$ cat config.mk
export PLATFORM = sky130hd
export DESIGN_NAME = p6_seq_datapath
export DESIGN_NICKNAME = d
export VERILOG_FILES = /design/src/rtl/p6_seq_datapath.sv
export SDC_FILE = /design/constraint.sdc
export NUM_CORES = 1
export LEC_CHECK = 0
export CAP_MARGIN = 20
export CORE_AREA = 2 2 203 205
export CTS_BUF_LIST = sky130_fd_sc_hd__clkbuf_4
export CTS_CLUSTER_SIZE = 16
export DETAILED_ROUTE_END_ITERATION = 16
export DIE_AREA = 0 0 205 207
export PLACE_DENSITY_LB_ADDON = 0.25
export SYNTH_ARGS = -nofsm -noshare
export SYNTH_HDL_FRONTEND = slang
export SYNTH_SLANG_ARGS = --single-unit
$ cat constraint.sdc
create_clock -name clk -period 7.42 [get_ports clk]
set_input_delay 0.742 -clock clk [delete_from_list [all_inputs] [get_ports clk]]
set_output_delay 0.742 -clock clk [all_outputs]
set_load 0.02 [all_outputs]
$ cat src/rtl/p6_seq_datapath.sv
// p6_seq_datapath: register file, A/B operand registers, shifter, ALU,
// C result register and N/V/Z flags, driven by a built-in micro-sequencer
// (IDLE -> RDA -> RDB -> EXE -> WB). One op descriptor is accepted through
// an op_valid/op_ready handshake and completes with a one-cycle done pulse.
// Optional feature macro: P6_SEQ_DATAPATH_OPCOUNT_EN (completed-op counter).
module p6_seq_datapath #(
  parameter  int W     = 16,
  parameter  int NREGS = 8,
  localparam int RA    = $clog2(NREGS)
) (
  input  logic          clk,
  input  logic          rst_n,
  input  logic          op_valid,
  output logic          op_ready,
  input  logic [RA-1:0] op_rn,
  input  logic [RA-1:0] op_rm,
  input  logic [RA-1:0] op_rd,
  input  logic [1:0]    op_shift,
  input  logic [1:0]    op_aluop,
  input  logic          op_asel,
  input  logic          op_bsel,
  input  logic [W-1:0]  op_imm,
  input  logic [1:0]    op_vsel,
  input  logic          op_wb,
  input  logic          op_setf,
  input  logic [W-1:0]  mdata,
  input  logic [W-1:0]  pc,
  input  logic [RA-1:0] dbg_addr,
  output logic [W-1:0]  dbg_data,
  output logic [W-1:0]  dout,
  output logic          done,
  output logic          N_out,
  output logic          V_out,
  output logic          Z_out,
  output logic [15:0]   op_count
);

  typedef enum logic [2:0] {
    S_IDLE = 3'd0,
    S_RDA  = 3'd1,
    S_RDB  = 3'd2,
    S_EXE  = 3'd3,
    S_WB   = 3'd4
  } state_t;

  // Single-bit shifter; ASR keeps the sign bit.
  function automatic logic [W-1:0] shift_fn(input logic [W-1:0] x, input logic [1:0] sh);
    logic [W-1:0] r;
    case (sh)
      2'b00:   r = x;
      2'b01:   r = {x[W-2:0], 1'b0};
      2'b10:   r = {1'b0, x[W-1:1]};
      2'b11:   r = {x[W-1], x[W-1:1]};
      default: r = x;
    endcase
    return r;
  endfunction

  // ALU returning {signed_overflow, result}; overflow only meaningful for add/sub.
  function automatic logic [W:0] alu_fn(input logic [W-1:0] a, input logic [W-1:0] b,
                                        input logic [1:0] op);
    logic [W-1:0] r;
    logic         v;
    case (op)
      2'b00: begin
        r = a + b;
        v = (a[W-1] == b[W-1]) && (r[W-1] != a[W-1]);
      end
      2'b01: begin
        r = a - b;
        v = (a[W-1] != b[W-1]) && (r[W-1] != a[W-1]);
      end
      2'b10: begin
        r = a & b;
        v = 1'b0;
      end
      2'b11: begin
        r = ~b;
        v = 1'b0;
      end
      default: begin
        r = {W{1'b0}};
        v = 1'b0;
      end
    endcase
    return {v, r};
  endfunction

  state_t        state_q, state_d;
  logic          ready_q, ready_d;
  logic          done_q, done_d;
  logic [RA-1:0] rn_q, rn_d, rm_q, rm_d, rd_q, rd_d;
  logic [1:0]    shift_q, shift_d, aluop_q, aluop_d, vsel_q, vsel_d;
  logic          asel_q, asel_d, bsel_q, bsel_d, wb_q, wb_d, setf_q, setf_d;
  logic [W-1:0]  imm_q, imm_d;
  logic [W-1:0]  a_q, a_d, b_q, b_d, c_q, c_d;
  logic          n_q, n_d, v_q, v_d, z_q, z_d;
  logic [W-1:0]  rf_q [NREGS];
  logic [W-1:0]  rf_d [NREGS];

  logic [W-1:0]  ain_s, bin_s, wb_src_s;
  logic [W:0]    alu_s;

  // Sequencer: next state, descriptor capture and handshake/done outputs.
  always_comb begin
    state_d = state_q;
    rn_d    = rn_q;
    rm_d    = rm_q;
    rd_d    = rd_q;
    shift_d = shift_q;
    aluop_d = aluop_q;
    asel_d  = asel_q;
    bsel_d  = bsel_q;
    imm_d   = imm_q;
    vsel_d  = vsel_q;
    wb_d    = wb_q;
    setf_d  = setf_q;
    case (state_q)
      S_IDLE: begin
        if (op_valid) begin
          state_d = S_RDA;
          rn_d    = op_rn;
          rm_d    = op_rm;
          rd_d    = op_rd;
          shift_d = op_shift;
          aluop_d = op_aluop;
          asel_d  = op_asel;
          bsel_d  = op_bsel;
          imm_d   = op_imm;
          vsel_d  = op_vsel;
          wb_d    = op_wb;
          setf_d  = op_setf;
        end else begin
          state_d = S_IDLE;
        end
      end
      S_RDA:   state_d = S_RDB;
      S_RDB:   state_d = S_EXE;
      S_EXE:   state_d = S_WB;
      S_WB:    state_d = S_IDLE;
      default: state_d = S_IDLE;
    endcase
    // Ready is registered so it is high in the done cycle for back-to-back accepts.
    ready_d = (state_d == S_IDLE);
    done_d  = (state_q == S_WB);
  end

  // Datapath: operand muxes, ALU and write-back source selection.
  always_comb begin
    ain_s = asel_q ? {W{1'b0}} : a_q;
    bin_s = bsel_q ? imm_q : shift_fn(b_q, shift_q);
    alu_s = alu_fn(ain_s, bin_s, aluop_q);
    case (vsel_q)
      2'b00:   wb_src_s = c_q;
      2'b01:   wb_src_s = imm_q;
      2'b10:   wb_src_s = mdata;
      2'b11:   wb_src_s = pc;
      default: wb_src_s = c_q;
    endcase
  end

  // Per-state register updates: operand loads, result/flags, register write-back.
  always_comb begin
    a_d  = a_q;
    b_d  = b_q;
    c_d  = c_q;
    n_d  = n_q;
    v_d  = v_q;
    z_d  = z_q;
    rf_d = rf_q;
    if (state_q == S_RDA) begin
      a_d = rf_q[rn_q];
    end else if (state_q == S_RDB) begin
      b_d = rf_q[rm_q];
    end else if (state_q == S_EXE) begin
      c_d = alu_s[W-1:0];
      if (setf_q) begin
        n_d = alu_s[W-1];
        v_d = alu_s[W];
        z_d = (alu_s[W-1:0] == {W{1'b0}});
      end else begin
        n_d = n_q;
      end
    end else if ((state_q == S_WB) && wb_q) begin
      rf_d[rd_q] = wb_src_s;
    end else begin
      a_d = a_q;
    end
  end

  // State, descriptor, datapath and register-file flops with async clear.
  always_ff @(posedge clk or negedge rst_n) begin
    if (!rst_n) begin
      state_q <= S_IDLE;
      ready_q <= 1'b1;
      done_q  <= 1'b0;
      rn_q    <= {RA{1'b0}};
      rm_q    <= {RA{1'b0}};
      rd_q    <= {RA{1'b0}};
      shift_q <= 2'b00;
      aluop_q <= 2'b00;
      asel_q  <= 1'b0;
      bsel_q  <= 1'b0;
      imm_q   <= {W{1'b0}};
      vsel_q  <= 2'b00;
      wb_q    <= 1'b0;
      setf_q  <= 1'b0;
      a_q     <= {W{1'b0}};
      b_q     <= {W{1'b0}};
      c_q     <= {W{1'b0}};
      n_q     <= 1'b0;
      v_q     <= 1'b0;
      z_q     <= 1'b0;
      for (int i = 0; i < NREGS; i++) begin
        rf_q[i] <= {W{1'b0}};
      end
    end else begin
      state_q <= state_d;
      ready_q <= ready_d;
      done_q  <= done_d;
      rn_q    <= rn_d;
      rm_q    <= rm_d;
      rd_q    <= rd_d;
      shift_q <= shift_d;
      aluop_q <= aluop_d;
      asel_q  <= asel_d;
      bsel_q  <= bsel_d;
      imm_q   <= imm_d;
      vsel_q  <= vsel_d;
      wb_q    <= wb_d;
      setf_q  <= setf_d;
      a_q     <= a_d;
      b_q     <= b_d;
      c_q     <= c_d;
      n_q     <= n_d;
      v_q     <= v_d;
      z_q     <= z_d;
      for (int i = 0; i < NREGS; i++) begin
        rf_q[i] <= rf_d[i];
      end
    end
  end

  assign op_ready = ready_q;
  assign done     = done_q;
  assign dout     = c_q;
  assign N_out    = n_q;
  assign V_out    = v_q;
  assign Z_out    = z_q;
  assign dbg_data = rf_q[dbg_addr];

`ifdef P6_SEQ_DATAPATH_OPCOUNT_EN
  logic [15:0] op_count_q, op_count_d;

  // Count every completed op (WB edge), wrapping at 16 bits.
  always_comb begin
    if (state_q == S_WB) begin
      op_count_d = op_count_q + 16'd1;
    end else begin
      op_count_d = op_count_q;
    end
  end

  // Completed-op counter register.
  always_ff @(posedge clk or negedge rst_n) begin
    if (!rst_n) begin
      op_count_q <= 16'd0;
    end else begin
      op_count_q <= op_count_d;
    end
  end

  assign op_count = op_count_q;
`else
  assign op_count = 16'd0;
`endif

endmodule

==> results of run 1 <==
-- worst paths after layout --
| path | cells past startpoint | start | to | slack [ps] |
|---|---|---|---|---|
| setup / recovery | 14 | shift_q[1]$_DFFE_PN0P_ | Z_out$_DFFE_PN0P_ | 2920 |
| hold / removal | 1 | rst_n | rf_q[72]$_DFFE_PN0P_ | 30 |
| setup reg to reg | 14 | shift_q[1]$_DFFE_PN0P_ | Z_out$_DFFE_PN0P_ | 2920 |
| hold reg to reg | 2 | dout[5]$_DFFE_PN0P_ | dout[5]$_DFFE_PN0P_ | 510 |
| max in group asynchronous | 2 | rst_n | dout[14]$_DFFE_PN0P_ | 6200 |
| min in group clk | 2 | dout[5]$_DFFE_PN0P_ | dout[5]$_DFFE_PN0P_ | 510 |
-- final cells by class --
class	instances	area, um^2
tap	532	666
sequential	219	5490
timing repair buffer	133	1320
antenna	1	2.50
multi-input combinational	792	7980
clock inverter	17	98.8
clock buffer	87	653
fill	3955	24000
inverter	39	146
-- synth_stat cells, drive strengths merged (3+ instances only) --
cell type / n
ha: 33
nand2: 46
nor3: 6
a21oi: 70
xnor2: 12
mux2: 186
inv: 39
a21o: 7
nor2: 68
nand3b: 5
nand2b: 5
a211o: 3
o31ai: 6
o21ai: 38
or2: 7
a22oi: 4
a221oi: 3
dfrtp: 218
nor2b: 25
nand3: 7
mux2i: 50
nor4: 5
a211oi: 6
a31oi: 4
o311ai: 5
clkbuf: 52
nand4: 3
buf: 40
o21bai: 3
mux4: 113
o21a: 5
nor3b: 8
o211ai: 10
-- stage by stage --
step           utilization, %  total power, mW  instance area (um^2)  hold WS, ps
2_1_floorplan               -             5.37                 14000          446
4_1_cts                  40.3             7.85                 16300         2.62
3_3_place_gp             38.5             6.69                 15500          478
3_5_place_dp             38.5             6.71                 15500          499
6_report                 40.5             7.82                 16400         34.8
5_1_grt                  40.5             8.42                 16400         39.5
-- kinds of logic (layout without fill, tap and decap cells) --
group	Yosys count	in the layout	synth area share, %
compound gates	184	184	8.73
xor+xnor	14	14	0.878
fa+ha+maj	35	35	3.24
buf+inv	131	276	4.12
flops	219	219	39.3
mux	349	349	36.8
other cells	1	17	0.0269
simple gates	194	194	6.94
-- worst max-delay path, stage by stage, from the launching register on --
cell and delay [ps]:
dfrtp_1 900, a22oi_1 190, o21ai_0 510, ha_1 280
inv_1 80, fa_1 440, nor2b_1 230, o2111ai_2 240
nand3_2 140, a21oi_2 70, xnor2_1 120, mux4_2 480
nor4_2 310, nand4b_1 180, o31ai_2 240
-- state kept, by name, summed over array words and instances, names as in the netlist, 2 cells and up --
signal and count:
vsel_q 2, b_q 16, a_q 16, imm_q 16, state_q 3, aluop_q 2
rf_q 128, rm_q 3, rd_q 3, dout 16, shift_q 2, rn_q 3
-- metal layers --
layer / vias to the layer above / GRT usage, % / wire, um
li1: 4509 / - / -
met1: 5025 / 25.2 / 17300
met2: 296 / 32.4 / 20100
met4: 0 / 5.61 / 906
met3: 66 / 3.67 / 2170
met5: - / 0 / 0
-- power by group through the flow --
stage | logic [mW] | registers [mW] | clock network (mW)
after CTS | 4.44 | 2.27 | 1.14
final | 4.50 | 2.23 | 1.09
after floorplan | 3.41 | 1.96 | 0
after global routing | 4.89 | 2.32 | 1.21
after detailed placement | 4.41 | 2.29 | 0
after global placement | 4.42 | 2.27 | 0
-- layout by cell type, fill, tap and decap left out, types with 6 or more instances in the layout --
cell type	count
a21o_1	7
a21oi_1	68
buf_4	21
clkbuf_4	87
clkdlybuf4s50_1	107
clkinv_1	8
clkinv_2	7
conb_1	16
dfrtp_1	214
ha_1	33
inv_1	37
mux2_2	186
mux2i_1	50
mux4_2	113
nand2_1	46
nand3_1	6
nor2_1	68
nor2b_1	25
o211ai_1	10
o21ai_0	34
or2_2	7
xnor2_1	12
==> flow_summary.json, run 1 <==
{
  "async_reset_ff_share_pct": 100,
  "yosysSeqAreaShare_pct": 39.3,
  "ys_types": 76,
  "p_int_mw": 4.25,
  "htree_levels": 2,
  "seq_power_share_pct": 28.5,
  "nets": 1352,
  "synth_area_um2": 14000,
  "layout-drive-gt1-share_pct": 35.2,
  "status": "finished, final reports clean",
  "critPathArrivalTime_ps": 5120,
  "vias": 9896,
  "grt_pass1_vias": 10240,
  "gp_congestion": 0.886,
  "drt-total-wl_mm": 40.5,
  "synth_top_cells_by_area": "dfrtp_1, mux4_2, mux2_2",
  "dp_hpwl_mm": 28.1,
  "slew_headroom_pct": 31.6,
  "crit_path_max_fanout": 31,
  "avgRoutedWirePerCell_um": 22.2,
  "post-route-period-util_pct": 60.7,
  "fin_ws_ps": 2920,
  "min_path_type": "in -> async",
  "grt_pass1_wl_mm": 62.0,
  "grt_max_degree": 92,
  "p_leak_nw": 7.12,
  "postCtsHoldBufs": 0,
  "start_util_pct": 34.6,
  "stdcell_count": 1820,
  "crit_path_start_kind": "flip-flop",
  "ys_seq_elements": 219,
  "clock-sinks": 219,
  "dp.cells": 1712,
  "power.share.switching_pct": 45.7,
  "synth_ff_type": "dfrtp_1",
  "synth_edf_count": 0,
  "cts_resized": 0,
  "grt.overflow.total": 0,
  "crit_type": "reg -> reg",
  "cts_root_buf": "clkbuf_4",
  "drc": 0,
  "cp-end-kind": "flip-flop",
  "rsz0062_at_grt": "false",
  "die_y_um": 207,
  "cts_tree": "yes",
  "p_per_area_nw_per_um2": 478,
  "die_w_um": 205,
  "cts_buffers": 59,
  "finalClockSkew_ps": 22.7,
  "yosysTopAreaCell": "dfrtp_1",
  "post_cts_buffers": 0,
  "ir_worst_vdd_v": 0.000166,
  "insertion_delay_ps": 720,
  "num_rows": 74,
  "pre_cts_slack_ps": 2940,
  "tns_ps": 0,
  "synth_top_area_share_pct": 39.1,
  "clockBufferDepth": 3,
  "fmax_ghz": 0.222,
  "synthToLayoutAreaGrowth_pct": 17.1,
  "port_buffers": 109,
  "setup_viol": 0,
  "ioPinCount": 126,
  "syn_inst": 1127,
  "ys_warn_count": 0,
  "path_clk_slew_ps": 80,
  "maxCapViolations": 0,
  "globalRouteTotalUtil_pct": 19.3,
  "final.min_clock_period_ps": 4500,
  "dr.pass1.iters": 6,
  "via_per_inst": 5.44,
  "initialDrtViolationCount": 668,
  "final-hold-violation-count": 0,
  "antenna_left": 0,
  "avgSynthCellArea_um2": 12.4,
  "antenna_found_initial": 2,
  "critPathRequiredTime_ps": 8040,
  "report.final.slew_viol_count": 0,
  "pwr-share-clk_pct": 14.0,
  "pwr-share-comb_pct": 57.5,
  "coreArea_um2": 40400,
  "die_area_um2": 42400,
  "worst_pin_slew_ps": 1030,
  "power.switching_mw": 3.57
}
Note: power is estimated with default switching activity, not from simulation.
==> run 2, diff against run 1 <==
- clock period: 7.42 -> 4.4 ns (I/O delays scaled with it)
==> flow_summary.json, run 2 (same netlist as run 1, synthesis figures left out) <==
{
  "cp-end-kind": "flip-flop",
  "post_cts_buffers": 0,
  "clockBufferDepth": 3,
  "final-hold-violation-count": 0,
  "multi_input_area_um2": 7980,
  "crit_path_start_kind": "flip-flop",
  "r2r_slack_ps": 390,
  "grt_pass1_wl_mm": 62.4,
  "post-route-period-util_pct": 91.1,
  "layout_commonest_cell": "dfrtp_1",
  "globalRouteTotalUtil_pct": 19.4,
  "timing.hold.ws_ps": 320,
  "initialDrtViolationCount": 691,
  "min_path_type": "in -> reg",
  "rr_startpoint": "shift_q[0]$_DFFE_PN0P_",
  "total_power_mw": 13.3,
  "postLayoutCoreUtil_pct": 40.9,
  "port_buffers": 109,
  "report.final.slew_viol_count": 0,
  "crit_path_max_fanout": 8,
  "cts_tree": "yes",
  "antenna_found_initial": 2,
  "drt-total-wl_mm": 40.5,
  "vias": 10063,
  "placed_area_um2": 15700,
  "finalClockSkew_ps": 43.6,
  "dr.pass1.iters": 6,
  "clock-sinks": 219,
  "maxCapViolations": 0,
  "die_area_um2": 42400,
  "grt_max_degree": 113,
  "rsz0062_at_grt": "false",
  "cts_buffers": 61,
  "htree_levels": 2,
  "p_leak_nw": 7.21,
  "nets": 1369,
  "antenna_left": 0,
  "top_register": "rf_q",
  "gp_congestion": 0.881,
  "p_per_area_nw_per_um2": 808,
  "cts_root_buf": "clkbuf_4",
  "critPathCapture": "dout[15]$_DFFE_PN0P_",
  "fin_area_um2": 16500,
  "path_clk_slew_ps": 60,
  "fmax_ghz": 0.249,
  "reg2regPathDepth": 15,
  "insertion_delay_ps": 730,
  "setup_viol": 0,
  "ioPinCount": 126,
  "register_area_um2": 5490,
  "tns_ps": 0,
  "via_per_inst": 5.46,
  "synthToLayoutAreaGrowth_pct": 18.2,
  "critPathRequiredTime_ps": 5030,
  "final.min_clock_period_ps": 4010,
  "grt_pass1_vias": 10462,
  "status": "finished, final reports clean",
  "postCtsHoldBufs": 1,
  "largest_register_ffs": 128,
  "cts_resized": 0,
  "coreArea_um2": 40400,
  "r2r_end": "dout[15]$_DFFE_PN0P_",
  "start_util_pct": 34.6,
  "critPathArrivalTime_ps": 4640,
  "drc": 0,
  "slew_headroom_pct": 30.9,
  "grt.overflow.total": 0,
  "ir_worst_vdd_v": 0.000312,
  "die_w_um": 205,
  "avgRoutedWirePerCell_um": 22.0,
  "num_rows": 74,
  "crit_type": "reg -> reg",
  "worst_pin_slew_ps": 1030,
  "final_cell_mix": "dfrtp_1, mux2_2, mux4_2",
  "layout-drive-gt1-share_pct": 36.1,
  "dp_hpwl_mm": 28.7,
  "startpoint": "shift_q[0]$_DFFE_PN0P_",
  "die_y_um": 207,
  "fillCellCount": 3901
}
==> run 2: cell count changes in the layout (fill, tap and decap cells not counted) <==
cell and change:
buf_4 +14, clkbuf_4 +11, clkinv_2 -6, buf_12 +2, buf_16 -1, buf_8 -1, bufinv_16 -1, clkinv_1 +1
clkinv_4 +1, diode_2 +1, dlygate4sd3_1 +1
==> run 2: how the worst min path moves through the flow <==
| stage | startpoint | to | slack (ps) | cells after the start |
|---|---|---|---|---|
| floorplan | rst_n | N_out$_DFFE_PN0P_ | 140 | 0 |
| global placement | dout[5]$_DFFE_PN0P_ | dout[5]$_DFFE_PN0P_ | 490 | 2 |
| detailed placement | dout[5]$_DFFE_PN0P_ | dout[5]$_DFFE_PN0P_ | 500 | 2 |
| CTS | op_imm[6] | imm_q[6]$_DFFE_PN0P_ | 240 | 3 |
| global route | op_imm[6] | imm_q[6]$_DFFE_PN0P_ | 250 | 3 |
| finish | op_imm[3] | imm_q[3]$_DFFE_PN0P_ | 320 | 3 |
==> run 2: power breakdown <==
group          switching [mW]  internal, mW
Combinational            4.18          3.51
Sequential              0.995          2.77
Clock                   0.876         0.999
==> run 2: critical path: stages, from the launching register on <==
cell	delay, ps
dfrtp_1	500
buf_4	220
mux2i_1	190
o21ai_0	100
mux2i_1	230
inv_1	80
ha_1	450
inv_1	180
o41ai_4	500
o21ai_1	200
o311ai_2	270
a31o_1	220
a21oi_1	110
xor2_1	160
a21oi_1	310
mux2_2	220
==> run 2: final cells by class <==
type	count	share of cell area (%)
antenna	2	0.0303
sequential	219	33.2
clock buffer	98	4.46
timing repair buffer	148	8.67
inverter	39	0.887
clock inverter	12	0.311
tap	532	4.03
multi-input combinational	792	48.4
==> run 2: through the flow <==
stage / instances / setup slack (ps)
global placement: 1728 / 541
CTS: 1839 / 427
finish: 1842 / 390
floorplan: 1142 / 760
global route: 1841 / 33.3
detailed placement: 1728 / 438
==> run 2: per-layer routing <==
metal  vias up  GRT usage, %  part of all wire, %  routed length (um)
met1      5153          25.5                   44               17700
met3        81          3.45                  4.7                1920
met5         -             0                    0                   0
met2       272          32.4                   49               19900
li1       4557             -                    -                   -
met4         0          5.90                  2.6                1050
